[config.mk]
export PLATFORM = sky130hd
export DESIGN_NAME = bram_access_sched
export DESIGN_NICKNAME = d
export VERILOG_FILES = /design/src/rtl/bram_access_sched.sv
export SDC_FILE = /design/constraint.sdc
export NUM_CORES = 1
export LEC_CHECK = 0
export CAP_MARGIN = 10
export CORE_AREA = 2 2 87 89
export CTS_CLUSTER_DIAMETER = 100
export DETAILED_ROUTE_END_ITERATION = 12
export DIE_AREA = 0 0 89 91
export PLACE_DENSITY = 0.8
export SLEW_MARGIN = 0
export SYNTH_ARGS = -nofsm -noshare
export SYNTH_HDL_FRONTEND = slang
export SYNTH_SLANG_ARGS = --single-unit
[constraint.sdc]
create_clock -name idclk -period 2.03 [get_ports idclk]
set_input_delay 0.406 -clock idclk [delete_from_list [all_inputs] [get_ports idclk]]
set_output_delay 0.406 -clock idclk [all_outputs]
set_load 0.01 [all_outputs]
[src/rtl/bram_access_sched.sv]
// Frame sequencer and data-port arbiter for a time-multiplexed block RAM.
// Runs a repeating 4-phase strobe frame (i1re, i2re, dre, gwe). It grants the
// single data slot of each frame to requester A or B, with round-robin on ties.
// It also routes the read data returned one frame-phase later to that requester.
//
// Handshake: a requester raises req with stable we/addr/wdata and holds it
// until its gnt pulses. gnt is a one-cycle pulse in P2. The request is sampled
// only on the P1->P2 edge, so one arriving later waits for the next frame.
// In the cycle after gnt the requester drops req or presents a new request.
// A read completes with a one-cycle rvalid two cycles after gnt.
// err pulses with the same timing for addresses 0 and 1, which are unbacked.
module bram_access_sched #(
    parameter int WORD_SIZE = 16
) (
    input  logic                 idclk,
    input  logic                 rst,
    input  logic                 run,
    input  logic                 a_req,
    input  logic                 a_we,
    input  logic [2:0]           a_addr,
    input  logic [WORD_SIZE-1:0] a_wdata,
    input  logic                 b_req,
    input  logic                 b_we,
    input  logic [2:0]           b_addr,
    input  logic [WORD_SIZE-1:0] b_wdata,
    output logic                 a_gnt,
    output logic                 b_gnt,
    output logic                 a_rvalid,
    output logic                 b_rvalid,
    output logic [WORD_SIZE-1:0] a_rdata,
    output logic [WORD_SIZE-1:0] b_rdata,
    output logic                 a_err,
    output logic                 b_err,
    output logic                 i1re,
    output logic                 i2re,
    output logic                 dre,
    output logic                 gwe,
    output logic [2:0]           draddr,
    output logic [2:0]           dwaddr,
    output logic [WORD_SIZE-1:0] din,
    output logic                 dwe,
    input  logic [WORD_SIZE-1:0] dout,
    output logic [1:0]           phase
);

    typedef enum logic [2:0] {
        IDLE = 3'd0,
        P0   = 3'd1,
        P1   = 3'd2,
        P2   = 3'd3,
        P3   = 3'd4
    } state_t;

    state_t state_q, state_d;

    // Registered outputs and the pending-winner record
    logic                 i1re_q, i1re_d, i2re_q, i2re_d, dre_q, dre_d, gwe_q, gwe_d;
    logic [1:0]           phase_q, phase_d;
    logic                 a_gnt_q, a_gnt_d, b_gnt_q, b_gnt_d;
    logic [2:0]           addr_q, addr_d;
    logic [WORD_SIZE-1:0] din_q, din_d;
    logic                 dwe_q, dwe_d;
    logic                 a_rvalid_q, a_rvalid_d, b_rvalid_q, b_rvalid_d;
    logic                 a_err_q, a_err_d, b_err_q, b_err_d;
    logic [WORD_SIZE-1:0] a_rdata_q, a_rdata_d, b_rdata_q, b_rdata_d;
    logic                 win_valid_q, win_valid_d, win_b_q, win_b_d;
    logic                 win_we_q, win_we_d, win_bad_q, win_bad_d;
    logic                 prefer_a_q, prefer_a_d;

    // Arbitration view of the current request inputs
    logic                 sel_valid, sel_b, sel_we, sel_bad;
    logic [2:0]           sel_addr;
    logic [WORD_SIZE-1:0] sel_wdata;
    logic                 arb_edge, ret_edge;

    // State register and all output/datapath registers; reset aborts any frame
    always_ff @(posedge idclk) begin
        if (!rst) begin
            state_q     <= IDLE;
            i1re_q      <= 1'b0;
            i2re_q      <= 1'b0;
            dre_q       <= 1'b0;
            gwe_q       <= 1'b0;
            phase_q     <= 2'd0;
            a_gnt_q     <= 1'b0;
            b_gnt_q     <= 1'b0;
            addr_q      <= 3'd0;
            din_q       <= '0;
            dwe_q       <= 1'b0;
            a_rvalid_q  <= 1'b0;
            b_rvalid_q  <= 1'b0;
            a_err_q     <= 1'b0;
            b_err_q     <= 1'b0;
            a_rdata_q   <= '0;
            b_rdata_q   <= '0;
            win_valid_q <= 1'b0;
            win_b_q     <= 1'b0;
            win_we_q    <= 1'b0;
            win_bad_q   <= 1'b0;
            prefer_a_q  <= 1'b1;
        end else begin
            state_q     <= state_d;
            i1re_q      <= i1re_d;
            i2re_q      <= i2re_d;
            dre_q       <= dre_d;
            gwe_q       <= gwe_d;
            phase_q     <= phase_d;
            a_gnt_q     <= a_gnt_d;
            b_gnt_q     <= b_gnt_d;
            addr_q      <= addr_d;
            din_q       <= din_d;
            dwe_q       <= dwe_d;
            a_rvalid_q  <= a_rvalid_d;
            b_rvalid_q  <= b_rvalid_d;
            a_err_q     <= a_err_d;
            b_err_q     <= b_err_d;
            a_rdata_q   <= a_rdata_d;
            b_rdata_q   <= b_rdata_d;
            win_valid_q <= win_valid_d;
            win_b_q     <= win_b_d;
            win_we_q    <= win_we_d;
            win_bad_q   <= win_bad_d;
            prefer_a_q  <= prefer_a_d;
        end
    end

    // Next-state: run is only looked at in IDLE and P3, so a started frame completes
    always_comb begin
        state_d = state_q;
        case (state_q)
            IDLE:    state_d = run ? P0 : IDLE;
            P0:      state_d = P1;
            P1:      state_d = P2;
            P2:      state_d = P3;
            P3:      state_d = run ? P0 : IDLE;
            default: state_d = IDLE;
        endcase
    end

    // Output logic: strobes, arbitration on the P1 edge, read return on the P3 edge
    always_comb begin
        arb_edge  = (state_q == P1);
        ret_edge  = (state_q == P3);

        // A tie goes to whichever requester was not granted last
        sel_valid = a_req | b_req;
        sel_b     = b_req & (~a_req | ~prefer_a_q);
        sel_we    = sel_b ? b_we    : a_we;
        sel_addr  = sel_b ? b_addr  : a_addr;
        sel_wdata = sel_b ? b_wdata : a_wdata;
        sel_bad   = (sel_addr < 3'd2);

        i1re_d  = (state_d == P0);
        i2re_d  = (state_d == P1);
        dre_d   = (state_d == P2);
        gwe_d   = (state_d == P3);
        phase_d = 2'd0;
        case (state_d)
            P1:      phase_d = 2'd1;
            P2:      phase_d = 2'd2;
            P3:      phase_d = 2'd3;
            default: phase_d = 2'd0;
        endcase

        a_gnt_d     = arb_edge & sel_valid & ~sel_b;
        b_gnt_d     = arb_edge & sel_valid & sel_b;
        dwe_d       = arb_edge & sel_valid & sel_we & ~sel_bad;
        addr_d      = (arb_edge & sel_valid) ? sel_addr  : addr_q;
        din_d       = (arb_edge & sel_valid) ? sel_wdata : din_q;
        prefer_a_d  = (arb_edge & sel_valid) ? sel_b     : prefer_a_q;

        win_valid_d = win_valid_q;
        win_b_d     = win_b_q;
        win_we_d    = win_we_q;
        win_bad_d   = win_bad_q;
        if (arb_edge) begin
            win_valid_d = sel_valid;
            win_b_d     = sel_b;
            win_we_d    = sel_we;
            win_bad_d   = sel_bad;
        end else if (ret_edge) begin
            win_valid_d = 1'b0;
        end

        // dout carries the P2 read during P3; unbacked addresses read as zero
        a_rvalid_d = ret_edge & win_valid_q & ~win_b_q & ~win_we_q;
        b_rvalid_d = ret_edge & win_valid_q & win_b_q & ~win_we_q;
        a_err_d    = ret_edge & win_valid_q & ~win_b_q & win_bad_q;
        b_err_d    = ret_edge & win_valid_q & win_b_q & win_bad_q;
        a_rdata_d  = a_rvalid_d ? (win_bad_q ? '0 : dout) : a_rdata_q;
        b_rdata_d  = b_rvalid_d ? (win_bad_q ? '0 : dout) : b_rdata_q;
    end

    assign i1re     = i1re_q;
    assign i2re     = i2re_q;
    assign dre      = dre_q;
    assign gwe      = gwe_q;
    assign phase    = phase_q;
    assign a_gnt    = a_gnt_q;
    assign b_gnt    = b_gnt_q;
    assign draddr   = addr_q;
    assign dwaddr   = addr_q;
    assign din      = din_q;
    assign dwe      = dwe_q;
    assign a_rvalid = a_rvalid_q;
    assign b_rvalid = b_rvalid_q;
    assign a_err    = a_err_q;
    assign b_err    = b_err_q;
    assign a_rdata  = a_rdata_q;
    assign b_rdata  = b_rdata_q;

endmodule

Yosys cells after proc, flatten, opt, wreduce, memory -nomap -nowiden
Cells that the tools add are included.

word-level totals
  register bits after elaboration = 72
  input port bits = 61
  output and inout bits = 67
  word-level logic and storage cells = 64

cells by class
  magnitude comparators = 1
  equal/unequal tests = 8
  muxes and demuxes = 9
  bitwise logic cells = 21
  reduce and logical (&&, ||, !) cells = 3

operators by type and width
  operator            count
  $mux 16             2
  $and 1x1->1         13
  $eq 3x2->1 const B  4
  $pmux 3 s4          1
  $eq 3x1->1 const B  2
  $eq 3x3->1 const B  2
  $not 1->1           6
  $pmux 2 s3          1
  $mux 1              4
  $logic_not 3->1     1
  $lt 3x2->1 const B  1
  $mux 3              1
  $or 1x1->1          2
  $reduce_bool 2->1   1
  $reduce_or 2->1     1

Depth between registers and ports, before layout
Gate-level depths: netlist of run 1.

  depth in word-level cells = 7
  mapped depth = 7
  gate-level depth less buffers = 5

Worst setup path after synthesis of run 1
No wires, ideal clock.

  kind = flip-flop to flip-flop
  start point = reg state_q[0]
  end point = reg din_q[6], in the netlist din[6]
  setup time = 0.119 ns
  arrival = 1.357 ns
  required time = 1.911 ns
  slack = 0.554 ns
  stages on the path, launching flop included = 7
  cells stage by stage = dfxtp_1 -> buf_6 -> or3b_4 -> o21a_1 -> buf_6 -> buf_8 -> o2bb2ai_1

on the way
  word-level cells in the longest chain between the ends = 2

RTL lines
  item                    RTL line  source
  from (decl)             54        state_t state_q, state_d;
  from (signal assigned)  102       state_q <= state_d;
  $eq 3x2->1              142       arb_edge = (state_q == P1);
  $and 1x1->1             169       din_d = (arb_edge & sel_valid) ? sel_wdata : din_q;
  to (signal assigned)    111       din_q <= din_d;
  to (decl)               61        logic [WORD_SIZE-1:0] din_q, din_d;

No other way between the ends.
A chain may end at the register's enable or synchronous reset.

Final worst setup path of run 1
  start point = reg state_q[1]
  end point = reg din_q[13], in the netlist din[13]

The elaborated chain is that of the path after synthesis.

==> run metrics, run 1 <==
status=finished clean; H-tree depth=3; Logic pwr share=14.1%; Top-Level Pins=128; WHS Path Cells=2; final wirelength=7290 um; RSZ-0062 raised after global routing=false; global-route wire length before repair=11500 um; Int Pwr=2560 uW; Syn Nets=339; initial core utilization=39.7%; EDFF count, synth=0; CP delay by family, top=compound AO/OA/AOI/OAI gates; Clock power frac=40.1%; Clock transition at path regs=0.08 ns; Placer Congestion=0.760; final setup TNS=0 ns; clock sink count=72; Synth Area in Compound Gates=15.5%; CTS tree=built; Cell Area, Placed=4150 um2; IO buf count=127; Num CTS Buffers=9; multiplexer area fraction after synthesis=11.3%; Critical Path Slowest Stage Cell=dfxtp_1; Rel. slew slack=58.8%; Peak Freq=586 MHz; hold buffers post-CTS=0; Clock Path Buffers=2; adder-cell share of the synthesized area=0%; Synth Area in XOR/XNOR=0.618%; Net Sw Power=762 uW; Vias per Instance=5.02; ANT cells=0; design area=4380 um2; Tot Pwr=3320 uW; wire length per cell=14.5 um; worst path cell trace=or3b_4, o21a_1, o2bb2ai_1; pwr/cell area=758 nW/um2; cell count after synthesis=278; area grow syn2layout=54.7%; die extent in x=89 um; CP max stage delay=0.49 ns; Final Hold Vio Count=0; count of pins over their slew limit=0; # nets final=461; share of cells above drive strength 1=7.65%; Clk Latency, worst-skew pair=0.34 ns; post-synth top area cell=dfxtp_1; reg2reg path depth=3; yosys warns=0; Synth cell types=39; maximum number of pins on one net before global-route repair=50; Routed Antenna Nets=0; PostCTS Resize Cnt=0; DRC viols=0; skew final=0.00822 ns; row count=31; initial antenna violation count=0; CP Depth=3; Post-Synth Simple-Gate Area=15.2%; gr ovfl total=0; max-cap viol count=0; arrival time at the worst endpoint=1.93 ns; Avg Cell Area, Syn=10.2 um2; period utilisation layout=84.1%; Hold Crit Class=input pin to flop; root buf cell=clkbuf_8; FF+latch count, synth=72; die area=8100 um2; synth top area cells=dfxtp_1 51%, mux2i_1 11%, a32oi_1 5.6%; Buf/Inv on CP=0; fraction of registers with async set/reset=0%; vias in the first global route=2532; post-synth top area share=50.9%; synthesized cell area=2830 um2; Max VDD drop=0.000378 V; Leakage=0.00178 uW; Flop pwr share=45.8%; initial DRC count=52; crit path kind=flop to flop; ys flop type=dfxtp_1; FILL cells=614; crit path capture type=flop; core area=7140 um2; post-CTS setup buffer count=0; Tmin final=1.71 ns; WP data required=2.25 ns; GRT Util Overall=18.0%; number of detailed-route iterations in the first pass=4; # setup viols final=0; crit-path max FO=17; sw frac=22.9%; Die Ht=91 um; sequential-to-total area share from yosys stat=50.9%; hpwl dp=5170 um; startpoint types=flop; Slew @ Worst Pin=0.619 ns; via count=2529; main combinational cell family by area after synthesis=compound AO/OA/AOI/OAI gates
sequential cells by signal, indices dropped and copies added, names as in the netlist, 2 cells and up:
name	cells
a_rdata	16
b_rdata	16
din	16
draddr	3
state_q	3
phase	2
power by group through the flow:
stage / Sequential [uW] / Combinational, uW / Clock [uW]
final: 1520 / 469 / 1330
after global routing: 1530 / 505 / 1420
after CTS: 1520 / 471 / 1360
after detailed placement: 1550 / 468 / 0
after global placement: 1550 / 462 / 0
after floorplan: 1550 / 237 / 0
metal layers:
layer | global-route usage [%] | up-vias | share of wire [%]
met5 | 0 | - | 0
met2 | 29.7 | 124 | 45
li1 | - | 1236 | -
met4 | 5.22 | 0 | 0.88
met1 | 20.5 | 1163 | 42
met3 | 8.64 | 6 | 12
cell type report:
cell class / instances / area, um2 / area share [%]
repair buffers: 138 / 1350 / 30.8
well taps: 99 / 124 / 2.83
flip-flops and latches: 72 / 1440 / 32.9
inverters: 7 / 26.3 / 0.599
clock inverters: 6 / 108 / 2.46
multi-input cells: 172 / 1210 / 27.5
clock buffers: 10 / 128 / 2.91
through the flow:
step / utilization, % / hold slack (ns) / setup slack, ns / instances
floorplan: - / 0.426 / 0.554 / 278
finish: 61.4 / 0.429 / 0.324 / 504
global route: 61.4 / 0.423 / 0.232 / 504
global placement: 58.1 / 0.445 / 0.238 / 488
detailed placement: 58.1 / 0.448 / 0.181 / 488
CTS: 61.4 / 0.407 / 0.325 / 504
worst paths after layout:
path | start | end | slack, ns
setup reg to reg | state_q[1] | din[13] | 0.32
hold / removal | rst | draddr[2] | 0.43
setup / recovery | state_q[1] | din[13] | 0.32
hold reg to reg | a_rdata[14] | a_rdata[14] | 0.46
layout by cell type (no fill, tap or decap), drive strengths merged, types with 3 or more instances in the layout:
| cell type | count |
|---|---|
| nand2 | 39 |
| o21ai | 4 |
| nand2b | 3 |
| dfxtp | 72 |
| o211ai | 3 |
| clkbuf | 10 |
| o2bb2ai | 17 |
| a21oi | 3 |
| nand3 | 4 |
| mux2i | 32 |
| inv | 7 |
| clkdlybuf4s50 | 126 |
| buf | 12 |
| a32oi | 18 |
| bufinv | 3 |
| nand3b | 16 |
| nor2 | 10 |
cell usage after synthesis (2+ instances only):
cell,number
nor3b_1,2
nand3b_1,16
buf_2,4
clkbuf_1,14
buf_4,5
o21ai_0,3
buf_6,3
and2_1,2
a21oi_1,3
a31oi_1,2
mux2i_1,32
nor2_1,10
o211ai_1,3
dfxtp_1,72
nand2b_1,3
inv_1,6
nand2_1,39
a32oi_1,18
nand3_1,4
o2bb2ai_1,17
xnor2_1,2
kinds of logic (layout without fill, tap and decap cells):
logic type      after synthesis  in the layout
simple gates                 84             84
compound gates               54             54
xor+xnor                      2              2
mux                          32             32
flops                        72             72
buf+inv                      34            161
(Power assumes the default switching activity.)
==> run 2, diff against run 1 <==
Clock period 2.03 ns to 1.7 ns, I/O delays scaled along.
==> run metrics, run 2 (synthesis results as in run 1) <==
crit-path max FO=3; Buf/Inv on CP=1; WHS Path Cells=3; wire length per cell=14.1 um; final setup TNS=0 ns; CTS tree=built; pwr/cell area=902 nW/um2; number of detailed-route iterations in the first pass=4; die area=8100 um2; final wirelength=7160 um; initial antenna violation count=0; Hold Path End=state_q[0]; Logic pwr share=14.7%; row count=31; WP data required=1.36 ns; placed cells=492; H-tree depth=3; sw frac=23.3%; GRT Util Overall=18.0%; # setup viols final=0; Clock transition at path regs=0.08 ns; IO buf count=127; CP max stage delay=0.56 ns; Num CTS Buffers=9; Net Sw Power=937 uW; Die Ht=91 um; Min-Delay Startpoint=rst; status=finished clean; Tmin final=1.62 ns; Max VDD drop=0.000495 V; crit path capture type=primary output; Routed Antenna Nets=0; Clk Latency, worst-skew pair=0.34 ns; DRC viols=0; Hold Crit Class=input pin to flop; R2R Setup Slk=0.11 ns; initial DRC count=43; vias in the first global route=2530; count of pins over their slew limit=0; Clock Path Buffers=2; clock sink count=72; via count=2536; Placer Congestion=0.758; skew final=0.00812 ns; PostCTS Resize Cnt=0; max-cap viol count=0; Flop pwr share=44.9%; RSZ-0062 raised after global routing=false; hold slack=0.342 ns; arrival time at the worst endpoint=1.28 ns; commonest cells after routing, fill and taps aside=126 x clkdlybuf4s50_1, 72 x dfxtp_1, 39 x nand2_1, 32 x mux2i_1, 18 x a32oi_1; startpoint types=flop; ANT cells=0; Worst R2R End=din[11]; hpwl dp=5340 um; root buf cell=clkbuf_8; Int Pwr=3080 uW; crit path kind=flop to primary output; Leakage=0.00183 uW; # nets final=465; area grow syn2layout=57.3%; Vias per Instance=4.99; period utilisation layout=95.4%; Slew @ Worst Pin=0.608 ns; core area=7140 um2; most common cell after layout, fill and taps aside=clkdlybuf4s50_1; post-CTS setup buffer count=0; initial core utilization=39.7%; die extent in x=89 um; R2R Path Start=state_q[1]; Critical Path Slowest Stage Cell=clkdlybuf4s50_1; maximum number of pins on one net before global-route repair=30; Final Hold Vio Count=0; Post-Layout Cell Count=508; worst path cell trace=clkdlybuf4s50_1; Top-Level Pins=128; gr ovfl total=0; share of cells above drive strength 1=8.80%; CP delay by family, top=buffers and inverters; Clock power frac=40.4%; global-route wire length before repair=11400 um; hold buffers post-CTS=0; Util after Layout=62.4%; reg2reg path depth=3; Peak Freq=616 MHz; Rel. slew slack=59.4%
## run 2: cell types whose count changed in the layout (fill, tap and decap cells not counted), sizes merged
cell | before | now
buf | 12 | 16
inv | 7 | 9
clkbuf | 10 | 9
clkinvlp | 1 | 0
## run 2: worst max-delay path by stage
stage,start,end,cells past startpoint
after floorplan,state_q[0],din[6],6
after global placement,a_req,din[11],4
after detailed placement,a_req,din[2],4
after CTS,draddr[2],dwaddr[2],1
after global routing,state_q[1],din[9],3
final,draddr[2],dwaddr[2],1
## run 2: worst min-delay path: cells and delay by family
kind	cells	cell delay (ns)
AND/OR/NAND/NOR	1	0.11
AO/OA/AOI/OAI	1	0.05
buffers and inverters	1	0.14
## run 2: through the flow
stage               worst slack (ns)  total power, uW  cell area [um2]
floorplan                      0.224             2130             2830
global placement             -0.0339             2430             4220
detailed placement            -0.119             2440             4220
CTS                           0.0571             4060             4460
global route                  0.0137             4190             4460
finish                        0.0779             4020             4460
## run 2: power groups by stage
| stage | registers (uW) | clock network [uW] | logic, uW |
|---|---|---|---|
| after global placement | 1850 | 0 | 583 |
| after global routing | 1820 | 1740 | 638 |
| final | 1810 | 1620 | 590 |
| after CTS | 1810 | 1660 | 595 |
| after detailed placement | 1840 | 0 | 593 |
| after floorplan | 1850 | 0 | 282 |
## run 2: area by class of cell
type | count | area (um2)
clock buffers | 9 | 124
clock inverters | 7 | 118
well taps | 99 | 124
inverters | 7 | 26.3
repair buffers | 142 | 1420
fillers | 617 | 2680
multi-input cells | 172 | 1210
flip-flops and latches | 72 | 1440
## run 2: metal layers
metal	vias up	track usage, %	wire [um]
li1	1239	-	-
met1	1158	20.9	3040
met2	126	28.8	3230
met3	13	7.09	736
met4	0	8.21	151
met5	-	0	0
==> run 3, diff against run 2 <==
Settings changed: CAP_MARGIN 10 to default, REMOVE_ABC_BUFFERS from default to 1.
==> run metrics, run 3 (synthesis results as in run 1) <==
hpwl dp=5520 um; CP delay by family, top=buffers and inverters; via count=2567; met3 GRT Util=7.82%; status=finished clean; pwr/cell area=912 nW/um2; Clock Path Buffers=2; Flop pwr share=44.3%; met2 Usage GRT=30.7%; Logic pwr share=14.7%; Placer Congestion=0.757; placed cells=494; Max VDD drop=0.000385 V; crit-path max FO=3; Clk Latency, worst-skew pair=0.34 ns; Int Pwr=3170 uW; H-tree depth=3; Post-Layout Cell Count=510; CTS tree=built; IO buf count=127; max-cap viol count=0; initial DRC count=64; hold slack=0.336 ns; vias in the first global route=2594; clock sink count=72; root buf cell=clkbuf_8; initial core utilization=39.7%; Top-Level Pins=128; crit path capture type=primary output; Die Ht=91 um; Tmin final=1.62 ns; Clock transition at path regs=0.08 ns; die area=8100 um2; Vias per Instance=5.03; share of cells above drive strength 1=9.49%; Hold Crit Class=input pin to flop; final wirelength=7640 um; skew final=0.00934 ns; DRC viols=0; Buf/Inv on CP=1; # setup viols final=0; Final Hold Vio Count=0; post-CTS setup buffer count=0; count of pins over their slew limit=0; WP data required=1.36 ns; Critical Path Slowest Stage Cell=clkdlybuf4s50_1; gr ovfl total=0; Net Sw Power=926 uW; number of detailed-route iterations in the first pass=4; met1 Use GR=21.9%; global-route wire length before repair=11900 um; Num CTS Buffers=9; Slew @ Worst Pin=0.587 ns; arrival time at the worst endpoint=1.28 ns; period utilisation layout=95.6%; Peak Freq=615 MHz; initial antenna violation count=0; crit path kind=flop to primary output; area grow syn2layout=58.3%; die extent in x=89 um; sw frac=22.6%; worst path cell trace=clkdlybuf4s50_1; ANT cells=0; final setup TNS=0 ns; RSZ-0062 raised after global routing=false; Rel. slew slack=60.8%; startpoint types=flop; maximum number of pins on one net before global-route repair=49; GRT Util Overall=18.6%; gr busiest metal=met2; Clock power frac=41.0%; row count=31; most common cell after layout, fill and taps aside=clkdlybuf4s50_1; wire length per cell=15.0 um; commonest cells after routing, fill and taps aside=126 x clkdlybuf4s50_1, 71 x dfxtp_1, 39 x nand2_1, 32 x mux2i_1, 18 x a32oi_1; Leakage=0.00184 uW; CP max stage delay=0.56 ns; Routed Antenna Nets=0; # nets final=467; core area=7140 um2
[run 3: layout make-up]
class / count / area, um2
inverters: 7 / 26.3
clock inverters: 5 / 103
well taps: 99 / 124
repair buffers: 144 / 1430
clock buffers: 11 / 151
flip-flops and latches: 72 / 1440
fillers: 621 / 2650
multi-input cells: 172 / 1210
[run 3: path summary, 6_finish.rpt]
kind          startpoint           to  slack, ns  depth (start not counted)
max            draddr[1]    draddr[1]       0.08                          1
min reg2reg  b_rdata[10]  b_rdata[10]       0.46                          2
max reg2reg   state_q[1]       din[0]       0.27                          4
min                  rst         i1re       0.34                          3
[run 3: power by group through the flow]
stage               registers (uW)  clock network, uW  logic (uW)
global route                  1820               1790         646
global placement              1850                  0         591
finish                        1810               1680         603
detailed placement            1850                  0         600
floorplan                     1860                  0         197
CTS                           1810               1710         606
[run 3: metal layers]
layer | part of all wire (%) | vias to the layer above
li1 | - | 1243
met1 | 44 | 1180
met2 | 44 | 137
met3 | 11 | 7
met4 | 0.84 | 0
met5 | 0 | -
[run 3: per-stage QoR]
step                util [%]  area (um2)  total power, uW  worst slack, ns
floorplan                  -        2680             2060           0.0150
global placement        59.3        4230             2440           0.0765
detailed placement      59.3        4230             2450           0.0275
CTS                     62.8        4480             4130           0.0269
global route            62.9        4490             4260          0.00400
finish                  62.9        4490             4090           0.0751
[run 3: repair_timing]
| item | 4_1_cts | 5_1_grt |
|---|---|---|
| hold buffers | 0 | 0 |
| endpoints found under the setup margin | 0 | 1 |
| resized for setup | 0 | 1 |
[run 3: worst reg2reg max path, stage by stage, from the launching register on]
cell and delay (ns):
dfxtp_1 0.41, or3b_4 0.40, o21a_1 0.22, buf_12 0.16, o2bb2ai_1 0.12
